--- config.mk ---
export PLATFORM = sky130hd
export DESIGN_NAME = mips_cpu_reg_write_arbiter_flat
export DESIGN_NICKNAME = d
export VERILOG_FILES = /design/src/rtl/mips_cpu_reg_write_arbiter_if.sv /design/src/rtl/mips_cpu_reg_write_arbiter.sv /design/src/flat_wrapper.sv
export SDC_FILE = /design/constraint.sdc
export NUM_CORES = 1
export LEC_CHECK = 0
export CAP_MARGIN = 20
export CORE_ASPECT_RATIO = 0.75
export CORE_MARGIN = 2
export CORE_UTILIZATION = 60
export CTS_BUF_LIST = sky130_fd_sc_hd__clkbuf_4
export DETAILED_ROUTE_END_ITERATION = 10
export DONT_BUFFER_PORTS = 1
export PLACE_DENSITY = 0.76
export SYNTH_ARGS = -nofsm -noshare
export SYNTH_HDL_FRONTEND = slang
export SYNTH_SLANG_ARGS = --single-unit
--- constraint.sdc ---
create_clock -name clk -period 2.3 [get_ports clk]
set_input_delay 0.23 -clock clk [delete_from_list [all_inputs] [get_ports clk]]
set_output_delay 0.23 -clock clk [all_outputs]
set_load 0.05 [all_outputs]
--- src/rtl/mips_cpu_reg_write_arbiter_if.sv ---
// Writeback bus between the two writeback requesters and the register-file arbiter.
// Bundles the stall input, both request/grant channels and the register-file write port.
interface mips_cpu_reg_write_arbiter_if;
    logic        hold;

    logic        alu_valid;
    logic        alu_ready;
    logic [4:0]  alu_addr;
    logic [31:0] alu_data;

    logic        mem_valid;
    logic        mem_ready;
    logic [4:0]  mem_addr;
    logic [31:0] mem_data;

    logic        writeEnable;
    logic [4:0]  writeAddress;
    logic [31:0] dataIn;

    // Requester / pipeline side.
    modport master (
        output hold,
        output alu_valid, alu_addr, alu_data,
        output mem_valid, mem_addr, mem_data,
        input  alu_ready, mem_ready,
        input  writeEnable, writeAddress, dataIn
    );

    // Arbiter side.
    modport slave (
        input  hold,
        input  alu_valid, alu_addr, alu_data,
        input  mem_valid, mem_addr, mem_data,
        output alu_ready, mem_ready,
        output writeEnable, writeAddress, dataIn
    );
endinterface

--- src/rtl/mips_cpu_reg_write_arbiter.sv ---
// Register-file write arbiter: grants one of two writeback requesters (ALU, load) per cycle
// and registers the accepted write onto the register-file port with one cycle of latency.
// Writes to register 0 are granted but suppressed.
// Optional feature: define MIPS_CPU_REG_ARB_ROUND_ROBIN_EN to resolve contention by
// alternating grants; otherwise the load requester always wins contention.
module mips_cpu_reg_write_arbiter #(
    parameter int unsigned COUNT_W = 16
) (
    input  logic                          clk,
    input  logic                          reset,
    mips_cpu_reg_write_arbiter_if.slave   bus,
    output logic [COUNT_W-1:0]            write_count
);

    logic               grant_alu;
    logic               grant_mem;

    logic               we_q, we_d;
    logic [4:0]         waddr_q, waddr_d;
    logic [31:0]        wdata_q, wdata_d;
    logic [COUNT_W-1:0] count_q, count_d;

`ifdef MIPS_CPU_REG_ARB_ROUND_ROBIN_EN
    // 1: load requester granted most recently, 0: ALU granted most recently.
    logic               last_grant_q, last_grant_d;
`endif

    // Grant decision: depends only on valids, hold, reset and arbitration state.
    always_comb begin
        grant_alu = 1'b0;
        grant_mem = 1'b0;
        if (!reset && !bus.hold) begin
            if (bus.alu_valid && bus.mem_valid) begin
`ifdef MIPS_CPU_REG_ARB_ROUND_ROBIN_EN
                if (last_grant_q) begin
                    grant_alu = 1'b1;
                end else begin
                    grant_mem = 1'b1;
                end
`else
                grant_mem = 1'b1;
`endif
            end else begin
                grant_alu = bus.alu_valid;
                grant_mem = bus.mem_valid;
            end
        end
    end

    assign bus.alu_ready = grant_alu;
    assign bus.mem_ready = grant_mem;

    // Next state: capture the accepted write, suppress register 0, saturating commit count.
    always_comb begin
        we_d    = 1'b0;
        waddr_d = waddr_q;
        wdata_d = wdata_q;
        count_d = count_q;
`ifdef MIPS_CPU_REG_ARB_ROUND_ROBIN_EN
        last_grant_d = last_grant_q;
`endif
        if (grant_alu) begin
            waddr_d = bus.alu_addr;
            wdata_d = bus.alu_data;
        end else if (grant_mem) begin
            waddr_d = bus.mem_addr;
            wdata_d = bus.mem_data;
        end
        if ((grant_alu || grant_mem) && (waddr_d != 5'd0)) begin
            we_d = 1'b1;
            if (count_q != {COUNT_W{1'b1}}) begin
                count_d = count_q + COUNT_W'(1);
            end
        end
`ifdef MIPS_CPU_REG_ARB_ROUND_ROBIN_EN
        if (grant_alu) begin
            last_grant_d = 1'b0;
        end else if (grant_mem) begin
            last_grant_d = 1'b1;
        end
`endif
    end

    // State registers with synchronous reset; reset discards any pending write.
    always_ff @(posedge clk) begin
        if (reset) begin
            we_q    <= 1'b0;
            waddr_q <= 5'd0;
            wdata_q <= 32'd0;
            count_q <= '0;
`ifdef MIPS_CPU_REG_ARB_ROUND_ROBIN_EN
            last_grant_q <= 1'b1;
`endif
        end else begin
            we_q    <= we_d;
            waddr_q <= waddr_d;
            wdata_q <= wdata_d;
            count_q <= count_d;
`ifdef MIPS_CPU_REG_ARB_ROUND_ROBIN_EN
            last_grant_q <= last_grant_d;
`endif
        end
    end

    assign bus.writeEnable  = we_q;
    assign bus.writeAddress = waddr_q;
    assign bus.dataIn       = wdata_q;
    assign write_count      = count_q;

endmodule

--- src/flat_wrapper.sv ---
// flat-port wrapper written by rule: the top's interface ports become plain ports
module mips_cpu_reg_write_arbiter_flat 
#(
    parameter int unsigned COUNT_W = 16
)
  (clk, reset, write_count, bus_hold, bus_alu_valid, bus_alu_addr, bus_alu_data, bus_mem_valid, bus_mem_addr, bus_mem_data, bus_alu_ready, bus_mem_ready, bus_writeEnable, bus_writeAddress, bus_dataIn);
  mips_cpu_reg_write_arbiter_if bus_i ();
  input  logic clk;
  input  logic reset;
  output logic [COUNT_W-1:0] write_count;
  input wire logic [$bits(bus_i.hold)-1:0] bus_hold;
  input wire logic [$bits(bus_i.alu_valid)-1:0] bus_alu_valid;
  input wire logic [$bits(bus_i.alu_addr)-1:0] bus_alu_addr;
  input wire logic [$bits(bus_i.alu_data)-1:0] bus_alu_data;
  input wire logic [$bits(bus_i.mem_valid)-1:0] bus_mem_valid;
  input wire logic [$bits(bus_i.mem_addr)-1:0] bus_mem_addr;
  input wire logic [$bits(bus_i.mem_data)-1:0] bus_mem_data;
  output wire logic [$bits(bus_i.alu_ready)-1:0] bus_alu_ready;
  output wire logic [$bits(bus_i.mem_ready)-1:0] bus_mem_ready;
  output wire logic [$bits(bus_i.writeEnable)-1:0] bus_writeEnable;
  output wire logic [$bits(bus_i.writeAddress)-1:0] bus_writeAddress;
  output wire logic [$bits(bus_i.dataIn)-1:0] bus_dataIn;
  assign bus_i.hold = bus_hold;
  assign bus_i.alu_valid = bus_alu_valid;
  assign bus_i.alu_addr = bus_alu_addr;
  assign bus_i.alu_data = bus_alu_data;
  assign bus_i.mem_valid = bus_mem_valid;
  assign bus_i.mem_addr = bus_mem_addr;
  assign bus_i.mem_data = bus_mem_data;
  assign bus_alu_ready = bus_i.alu_ready;
  assign bus_mem_ready = bus_i.mem_ready;
  assign bus_writeEnable = bus_i.writeEnable;
  assign bus_writeAddress = bus_i.writeAddress;
  assign bus_dataIn = bus_i.dataIn;
  mips_cpu_reg_write_arbiter #(.COUNT_W(COUNT_W)) u_core (.clk(clk), .reset(reset), .bus(bus_i), .write_count(write_count));
endmodule
-- Word level (Yosys, flattened, before mapping)
Cells that the tools add are included.
- output and inout bits: 56
- input bits: 79
- register bits after elaboration: 54
- reduce and logical (&&, ||, !) cells: 9
- $add $sub $neg: 1
- muxes and demuxes: 9
- eq/ne operators: 1
- operator list (operator ; number):
    $mux W32 ; 2
    $add A16 B1 Y16 const B ; 1
    $ne A16 B16 Y1 const B ; 1
    $mux W5 ; 2
    $mux W1 ; 5
    $reduce_bool A5 Y1 ; 1
    $logic_and A1 B1 Y1 ; 3
    $logic_not A1 Y1 ; 2
    $reduce_and A2 Y1 ; 1
    $reduce_bool A2 Y1 ; 1
    $logic_or A1 B1 Y1 ; 1

-- Logic depth before layout (Yosys ltp)
Gate-level depths: netlist of run 1.
- word-level depth: 8
- depth in mapped cells: 9
- gate-level depth less buffers: 7

-- Worst setup path after synthesis of run 1
Ideal clock, no wire load.
- path type: flip-flop to flip-flop
- from: register u_core.count_q[3], in the netlist u_core.write_count[3]
- to: register u_core.count_q[14], in the netlist u_core.write_count[14]
- library setup time: 70 ps
- data required time: 2230 ps
- buffers on the path: 0
- stages on the path, launching flop included: 7
- data arrival time: 2017 ps
- period minus slack after synthesis: 2087 ps
- setup slack: 213 ps
- cells stage by stage: dfxtp_1 nand4_4 nor3_4 and4_4 nand2_2 or4_1 a21oi_1
- word-level cells in the longest chain between the ends: 2
- ends and longest elaborated chain (element ; RTL line ; text):
    start: declaration ; mips_cpu_reg_write_arbiter.sv:21 ; logic [COUNT_W-1:0] count_q, count_d;
    start signal: assignment ; mips_cpu_reg_write_arbiter.sv:98 ; count_q <= count_d;
    parallel branches: the longest is 2 deep, another holds $add A16 B1 Y16 ; - ;
Parallel ways; which one is timed is not known.
A chain may end at the register's enable or synchronous reset.

-- Worst setup path in the final report of run 1
- from: register u_core.count_q[0], in the netlist u_core.write_count[0]
- to: register u_core.count_q[4], in the netlist u_core.write_count[4]
The elaborated chain is that of the path after synthesis.

==> results of run 1 <==
Yosys cell counts (2+ instances only):
library cell  number  area [sq um]
dfxtp_1           54          1081
nor2_1            40         150.1
a211oi_1          32         240.2
mux2i_1           32         320.3
a21oi_1           17         85.08
nand2_1           11         41.29
nand3_1            9         45.04
buf_2              7         35.03
clkbuf_1           7         26.28
buf_4              6         45.04
inv_1              5         18.77
or3_1              5         31.28
o21a_1             4         30.03
o21ai_0            4         20.02
o21ai_1            4         20.02
o311ai_0           4         35.03
o31ai_1            4         30.03
or4_1              4         30.03
and2_1             3         18.77
nand2b_1           3         18.77
nor2b_1            3         18.77
nor3_1             3         15.01
o41ai_1            3         26.28
a22oi_1            2         15.01
a31oi_1            2         12.51
and3_1             2         12.51
buf_6              2         22.52
o211ai_1           2         15.01
o21ai_2            2         17.52
o221a_2            2         22.52
o221ai_1           2         17.52
or2_2              2         12.51
or3_2              2         15.01
power breakdown:
group / leakage, uW / internal (uW) / switching (uW)
Clock: 0.0000356 / 133 / 284
Sequential: 0.000442 / 980 / 160
Combinational: 0.000509 / 85.3 / 130
routing by layer:
metal / wire length [microns] / GRT usage (%) / part of all wire, %
met3: 498 / 5.925 / 8.7
met2: 2530 / 34.00 / 44
met1: 2639 / 29.58 / 46
met5: 0 / 0 / 0
met4: 37 / 6.538 / 0.65
flip-flops by register name, summed over array words and instances (netlist names):
register and count:
u_core.bus.dataIn 32, u_core.bus.writeAddress 5, u_core.bus.writeEnable 1, u_core.write_count 16
metrics by stage:
stage	cell area (sq um)	instances	hold slack [ns]	util, %	setup WS, ns
after global placement	2806	355	0.3056	63.96	0.6004
after CTS	2885	364	0.006802	65.75	0.4633
after detailed placement	2806	355	0.3071	63.96	0.4952
final	2885	364	0.02636	65.75	0.4415
after floorplan	2680	296	0.4235	-	0.2132
after global routing	2885	364	0.003224	65.75	0.1984
cells by family (layout without fill, tap and decap cells):
| kind of cell | count (synthesis) | count (layout) | share of synthesized area (%) |
|---|---|---|---|
| flip-flops | 54 | 54 | 40.34 |
| AO/OA/AOI/OAI | 85 | 85 | 22.22 |
| AND/OR/NAND/NOR | 95 | 95 | 18.53 |
| adder cells (fa/ha/maj) | 1 | 1 | 0.4668 |
| buffers and inverters | 29 | 40 | 6.489 |
| multiplexers | 32 | 32 | 11.95 |
critical path, cell delays in order, from the launching register on:
cell	delay [ns]
dfxtp_1	0.44
ha_1	0.20
nand2_1	0.06
nor3_1	0.28
and3_1	0.48
o311ai_0	0.20
o41ai_1	0.09
worst min path at each step:
| stage | end | start | slack [ns] | cells after the start |
|---|---|---|---|---|
| after floorplan | u_core.bus.writeAddress[1] | bus_mem_addr[1] | 0.42 | 1 |
| after global placement | u_core.write_count[9] | reset | 0.31 | 1 |
| after detailed placement | u_core.write_count[6] | reset | 0.31 | 1 |
| after CTS | u_core.bus.writeAddress[2] | reset | 0.007 | 2 |
| after global routing | u_core.write_count[12] | reset | 0.003 | 3 |
| final | u_core.bus.writeAddress[2] | reset | 0.03 | 2 |
repair_timing:
action | 4_1_cts | 5_1_grt
endpoints found under the setup margin | 0 | 0
hold buffers | 1 | 0
endpoints found under the hold margin | 44 | 0
cell usage in the layout, fill, tap and decap left out, drive strengths merged, types with 3 or more instances in the layout:
cell type and instances:
nor2b 3, nor2 41, buf 27, o311ai 4
nand2b 3, dfxtp 54, or3 7, o41ai 3
nand3 9, a21oi 17, nand2 12, or4 4
a211oi 32, clkbuf 6, o31ai 4, o21ai 10
nor3 4, and2 3, inv 5, mux2i 32
o21a 4
cell type report:
type / count / area, sq um / area share [%]
multi-input cells: 213 / 1428 / 49.48
flip-flops and latches: 54 / 1081 / 37.47
inverters: 5 / 18.77 / 0.6505
repair buffers: 27 / 227.7 / 7.892
well taps: 57 / 71.32 / 2.472
clock buffers: 6 / 45.04 / 1.561
clock inverters: 2 / 13.76 / 0.4770
==> results.cfg, run 1 <==
[global_routing]
grt_pass1_wl_microns = 8431
antenna_found_initial = 0
grt_start_max_net_pins = 65
grt_util_all_layers_pct = 21.64
grt_pass1_vias = 1838
grt-ovfl-total = 0

[synthesis]
ys_types = 45
synth.avg_cell_area_sq_um = 9.054
synth_edf_count = 0
yosysSeqAreaShare_pct = 40.34
synth_fp_nets = 376
yosys_most_used_dff = dfxtp_1
syn_inst = 296
yosysWarnings = 0
ys_ff_latch = 54
synthArstFlopShare_pct = 0
synth_area_sq_um = 2680

[clock_network]
cts_sinks = 54
post_cts_resized = 0
clk_pin_slew_ns = 0.15
clk_latency_ns = 0.37
cts_tree = yes
clk_path_buf_depth = 2
post-cts-setup-buffer-count = 0
cts-root-buf = clkbuf_4
cts-buffers-inserted = 5
htree_num_levels = 2

[final_layout]
n_antenna_cell = 0
num-fill-cells = 376
syn_to_final_growth_pct = 7.657
layout.nets = 386
drive_above_1_share_pct = 16.29

[floorplan]
die_y_microns = 61.88
die-area_sq_um = 5023
start_util_pct = 61.08
io_pins = 135
rows = 21
die_x_microns = 81.18
core_sq_um = 4388

[sta]
rsz0062_at_grt = no
slew_headroom_pct = 62.30
finalSetupTns_ns = 0
setup_viol = 0
fin_crit_sh_pct = 80.80
fin_crit_ns = 1.858
hold_viol_final = 0
worst_pin_slew_ns = 0.5655
slew_viol_final = 0
clock_skew_ns = 0.01267
max_freq_mhz = 538.1

[route]
vias_per_cell = 6.082
dr.first_iter.drc_count = 79
firstDrtPassIters = 4
wl_per_cell_microns = 15.67
drc = 0
antenna_left = 0
routed_wl_microns = 5705
vias = 2214

[worst_setup_path]
worstReg2RegStart = u_core.write_count[0]
cp-startpoint = u_core.write_count[0]
r2r_cells = 6
required_ns = 2.57
crit_arrival_ns = 2.13
worstPathMaxFanout = 13
crit_end = u_core.write_count[4]
cp-start-kind = register
path_class = register to register
r2r-end = u_core.write_count[4]
r2r_slack_ns = 0.44
endpoint_kind = register

[pwr]
cellPowerDensity_nw_per_um2 = 614.1
cellLeakagePower_uw = 0.0009866
ir_drop_mv = 0.3792
total_power_uw = 1772

[place]
io_buffers = 0
dp_hpwl_microns = 4062
routabilityCongestion = 0.8236

[run]
maxCapViolations = 0

[min_path]
min_path_type = input pin to register

[status]
status = completed
Note: power is estimated with default switching activity, not from simulation.
==> inputs of run 2 (changes only) <==
Settings changed: CORE_UTILIZATION 60 to 59, PLACE_DENSITY 0.76 to 0.78.
Clock period 2.3 ns to 1.5 ns, I/O delays scaled along.
==> run 2 against run 1 <==
Against the previous run: the run now ends with negative hold slack, negative setup slack left; critical path type unchanged; largest cell class unchanged; clock power grew 100%; critical path depth grew 1; combinational power rose to 3.0 times the previous value; via count rose by 14%; non-clock buffer count grew 53; wire length up 21%; sequential share of layout area decreased by 5.2 points; die area up 1.6%; hold slack got worse by 0.21 ns.
==> results.cfg, run 2 (synthesis results as in run 1) <==
[final_layout]
syn_to_final_growth_pct = 31.98
largest_reg_flops = 32
final_common_cell = buf_4
mostFrequentLayoutCells = 75 x buf_4, 39 x nor2_1, 35 x dfxtp_1
layout.nets = 439
n_antenna_cell = 0
fin_util_pct = 80.13
drive_above_1_share_pct = 40.28

[pwr]
comb_power_share_pct = 21.7
cellLeakagePower_uw = 0.001324
seq_power_share_pct = 50.7
pwr-share-clk_pct = 27.6
switching_share_pct = 30.72
cellPowerDensity_nw_per_um2 = 853.9
p_sw_uw = 927.9
p_int_uw = 2093
ir_drop_mv = 0.6902
total_power_uw = 3020

[sta]
slew_headroom_pct = 61.04
layout_setup_ws_ns = -0.1561
clock_skew_ns = 0.01177
finalSetupTns_ns = -1.508
setup_viol = 15
hold_viol_final = 46
fin_crit_ns = 1.656
rsz0062_at_grt = yes
fin_crit_sh_pct = 110.4
worst_pin_slew_ns = 0.5843
max_freq_mhz = 603.8
hold_ws_ns = -0.1871
slew_viol_final = 0

[global_routing]
grt-ovfl-total = 0
grt_util_all_layers_pct = 26.22
grt_pass1_vias = 2381
antenna_found_initial = 0
grt_pass1_wl_microns = 10540
grt_start_max_net_pins = 65

[floorplan]
start_util_pct = 60.71
die_x_microns = 81.83
die-area_sq_um = 5103
die_y_microns = 62.37
core_sq_um = 4414
io_pins = 135
rows = 21

[worst_setup_path]
r2r-end = u_core.write_count[6]
path_class = register to register
r2r_slack_ns = -0.16
cp-startpoint = u_core.bus.writeAddress[0]
worstPathMaxFanout = 13
endpoint_kind = register
cp-start-kind = register
crit_arrival_ns = 1.98
crit_end = u_core.write_count[6]
worstReg2RegStart = u_core.bus.writeAddress[0]
required_ns = 1.82
r2r_cells = 7

[clock_network]
htree_num_levels = 2
clk_latency_ns = 0.37
cts_tree = yes
postCtsHoldBufs = 2
cts_sinks = 54
cts-root-buf = clkbuf_4
clk_path_buf_depth = 2
clk_pin_slew_ns = 0.16
cts-buffers-inserted = 5

[route]
wl_per_cell_microns = 16.57
firstDrtPassIters = 4
drc = 0
vias = 2517
routed_wl_microns = 6908
antenna_left = 0
dr.first_iter.drc_count = 117
vias_per_cell = 6.036

[min_path]
min_path_type = input pin to register

[place]
io_buffers = 0
pre_cts_ws_ns = -0.1540
dp_hpwl_microns = 4898
routabilityCongestion = 0.8901

[run]
maxCapViolations = 0

[status]
status = finished with violations
violations = negative hold slack, negative setup slack
run 2: metrics by stage:
step | hold WS [ns] | area, sq um | instances
floorplan | 0.3429 | 2785 | 296
global placement | 0.2152 | 3287 | 403
detailed placement | 0.2167 | 3287 | 403
CTS | -0.1967 | 3415 | 413
global route | -0.2267 | 3537 | 417
finish | -0.1871 | 3537 | 417
run 2: what timing repair did:
action                     4_1_cts  5_1_grt
gates resized for setup          4       23
pin swaps                        4        5
hold endpoints to repair        48       46
buffers inserted                 0        4
setup endpoints to repair       15       17
run 2: critical path, cell delays in order (launching register included):
cell	delay, ns
dfxtp_4	0.38
nor2b_4	0.12
a31oi_1	0.05
o21ai_2	0.18
o21ai_2	0.09
buf_12	0.15
or4_4	0.51
a21oi_2	0.13
run 2: metal layers:
metal  vias to the layer above  routed length [microns]  global-route usage (%)  part of all wire [%]
met5                         -                        0                       0                     0
met4                         0                       85                   6.042                   1.2
met3                        12                      543                   7.081                   7.9
met2                       105                     3412                   45.43                    49
met1                      1172                     2866                   32.11                    41
li1                       1228                        -                       -                     -
run 2: worst min path at each step:
stage / start / endpoint / slack [ns] / cells after the start
final: reset / u_core.write_count[11] / -0.19 / 1
after global routing: reset / u_core.write_count[2] / -0.23 / 1
after CTS: reset / u_core.write_count[6] / -0.20 / 1
after detailed placement: reset / u_core.write_count[8] / 0.22 / 1
after global placement: reset / u_core.write_count[7] / 0.22 / 1
after floorplan: bus_mem_addr[1] / u_core.bus.writeAddress[1] / 0.34 / 1
run 2: power groups by stage:
stage	logic [uW]	registers, uW	clock network [uW]
floorplan	259	1790	0
global placement	611	1560	0
detailed placement	628	1560	0
CTS	634	1530	849
global route	697	1540	927
finish	654	1530	834
run 2: cell type report:
type	instances	area, sq um
inverters	5	18.77
clock buffers	6	45.04
well taps	57	71.32
fillers	307	877.1
multi-input cells	213	1580
clock inverters	2	36.28
flip-flops and latches	54	1142
repair buffers	80	643.1
==> inputs of run 3 (changes only) <==
--- a/config.mk
+++ b/config.mk
@@ -9,9 +9,8 @@
 export CORE_ASPECT_RATIO = 0.75
 export CORE_MARGIN = 2
-export CORE_UTILIZATION = 59
+export CORE_UTILIZATION = 41
 export CTS_BUF_LIST = sky130_fd_sc_hd__clkbuf_4
 export DETAILED_ROUTE_END_ITERATION = 10
-export DONT_BUFFER_PORTS = 1
-export PLACE_DENSITY = 0.78
+export PLACE_DENSITY = 0.82
 export SYNTH_ARGS = -nofsm -noshare
 export SYNTH_HDL_FRONTEND = slang
==> constraint.sdc (replaced) <==
create_clock -name clk -period 1.7 [get_ports clk]
set_input_delay 0.17 -clock clk [delete_from_list [all_inputs] [get_ports clk]]
set_output_delay 0.17 -clock clk [all_outputs]
set_load 0.01 [all_outputs]
==> run 3 against run 2 <==
Against the previous run: the flow finishes with violations (negative setup slack); worst setup slack better by 0.14 ns; cell area is 22% higher; die area is 41% higher; combinational power is 3.5% lower; critical path type unchanged; largest cell class is now non-clock buffers; highest routed layer unchanged.
==> results.cfg, run 3 (synthesis results as in run 1) <==
[pwr]
cellLeakagePower_uw = 0.001529
total_power_uw = 2518
ir_drop_mv = 0.3000
cellPowerDensity_nw_per_um2 = 581.9

[sta]
max_freq_mhz = 583.5
slew_viol_final = 0
worst_pin_slew_ns = 0.6021
fin_crit_sh_pct = 100.8
rsz0062_at_grt = yes
clock_skew_ns = 0.007237
hold_viol_final = 0
setup_viol = 1
fin_crit_ns = 1.714
slew_headroom_pct = 59.86
layout_setup_ws_ns = -0.01392

[clock_network]
cts-root-buf = clkbuf_4
clk_pin_slew_ns = 0.15
postCtsHoldBufs = 0
cts-buffers-inserted = 5
cts_sinks = 54
clk_path_buf_depth = 2
htree_num_levels = 2
clk_latency_ns = 0.36
cts_tree = yes

[final_layout]
largest_reg_flops = 32
num-fill-cells = 534
final_common_cell = clkdlybuf4s50_1
layout.cells.non_filler = 529
drive_above_1_share_pct = 15.63
syn_to_final_growth_pct = 61.44
final_area_sq_um = 4327
layout.nets = 527
n_antenna_cell = 0
multi_input_area_sq_um = 1458
mostFrequentLayoutCells = 128 x clkdlybuf4s50_1, 47 x dfxtp_1, 40 x nor2_1
final-seq-area_sq_um = 1090

[worst_setup_path]
path_buf_inv = 1
r2r_cells = 7
cp-start-kind = register
r2r-end = u_core.write_count[3]
crit_chain = ha_1 -> nand2_1 -> nor3_2 -> and3_4 -> buf_4 -> o311ai_0 -> o41ai_1
endpoint_kind = register
critical-path-max-stage-delay_ns = 0.36
worst_path_max_delay_cell = o311ai_0
cp_top_family = compound AO/OA/AOI/OAI gates
path_class = register to register
worstPathMaxFanout = 7
required_ns = 1.93
crit_cells = 7
crit_end = u_core.write_count[3]
crit_arrival_ns = 1.94
worstReg2RegStart = u_core.write_count[0]
r2r_slack_ns = -0.01
cp-startpoint = u_core.write_count[0]

[floorplan]
core_sq_um = 6319
start_util_pct = 42.42
io_pins = 135
die-area_sq_um = 7206
rows = 25
die_x_microns = 97.36
die_y_microns = 74.02

[place]
dp_hpwl_microns = 6041
dpl-instance-area_sq_um = 4242
dp_cells = 520
io_buffers = 134
routabilityCongestion = 0.9458

[route]
vias = 2816
routed_wl_microns = 7997
vias_per_cell = 5.323
antenna_left = 0
wl_per_cell_microns = 15.12
drc = 0
dr.first_iter.drc_count = 90
firstDrtPassIters = 4

[min_path]
min_path_type = input pin to register

[global_routing]
grt_pass1_wl_microns = 12250
grt-ovfl-total = 0
antenna_found_initial = 0
grt_util_all_layers_pct = 20.92
grt_start_max_net_pins = 65
grt_pass1_vias = 2629

[run]
maxCapViolations = 0

[status]
violations = negative setup slack
status = finished with violations
run 3: changes by cell type in the layout (fill, tap and decap cells not counted), sizes merged:
cell           before  now
dlygate4sd3         2    0
buf                78   35
clkinv              0    3
bufinv              1    0
dlygate4sd2         0    5
clkdlybuf4s50       0  128
clkbuf              6    5
inv                 6    5
run 3: worst min path at each step:
stage	from	to	slack, ns	cells after the start
3_3_place_gp	u_core.write_count[15]	u_core.write_count[15]	0.47	1
2_1_floorplan	bus_mem_addr[1]	u_core.bus.writeAddress[1]	0.36	1
5_1_grt	reset	u_core.bus.dataIn[22]	0.27	3
4_1_cts	reset	u_core.bus.dataIn[16]	0.26	3
6_report	reset	u_core.bus.dataIn[20]	0.27	3
3_5_place_dp	u_core.bus.dataIn[15]	u_core.bus.dataIn[15]	0.49	2
run 3: per-stage QoR:
step / utilization, % / setup WS [ns] / hold slack, ns / TNS, ns
after floorplan: - / 0.007314 / 0.3635 / 0
after global placement: 67.13 / -0.3710 / 0.4743 / -13.30
after detailed placement: 67.13 / -0.4678 / 0.4903 / -17.13
after CTS: 68.12 / 0.005167 / 0.2558 / 0
after global routing: 68.48 / -0.07126 / 0.2672 / -0.2549
final: 68.48 / -0.01392 / 0.2722 / -0.01392
run 3: routing by layer:
metal  track usage (%)  vias to the layer above  routed length (microns)
met3             7.801                        5                      749
met4             5.093                        0                       37
li1                  -                     1398                        -
met1             25.42                     1297                     3392
met2             36.11                      116                     3817
met5                 0                        -                        0
run 3: where the power goes:
part / internal [uW] / total, uW / switching, uW
logic: 379 / 631 / 252
registers: 1330 / 1360 / 32.0
clock network: 149 / 528 / 379
run 3: tightest hold or removal path, cell delays in order:
cell,delay (ns)
buf_2,0.16
buf_4,0.21
a211oi_1,0.06
run 3: repair_timing:
item | 4_1_cts | 5_1_grt
pin swaps | 1 | 1
setup endpoints to repair | 9 | 11
resized for setup | 10 | 9
setup buffers | 1 | 0
endpoints found under the hold margin | 0 | 0
run 3: layout make-up:
type | count | share of cell area (%)
repair buffers | 168 | 37.22
multi-input cells | 213 | 33.69
clock buffers | 5 | 0.8676
well taps | 81 | 2.342
flip-flops and latches | 54 | 25.19
inverters | 5 | 0.4338
clock inverters | 3 | 0.2603
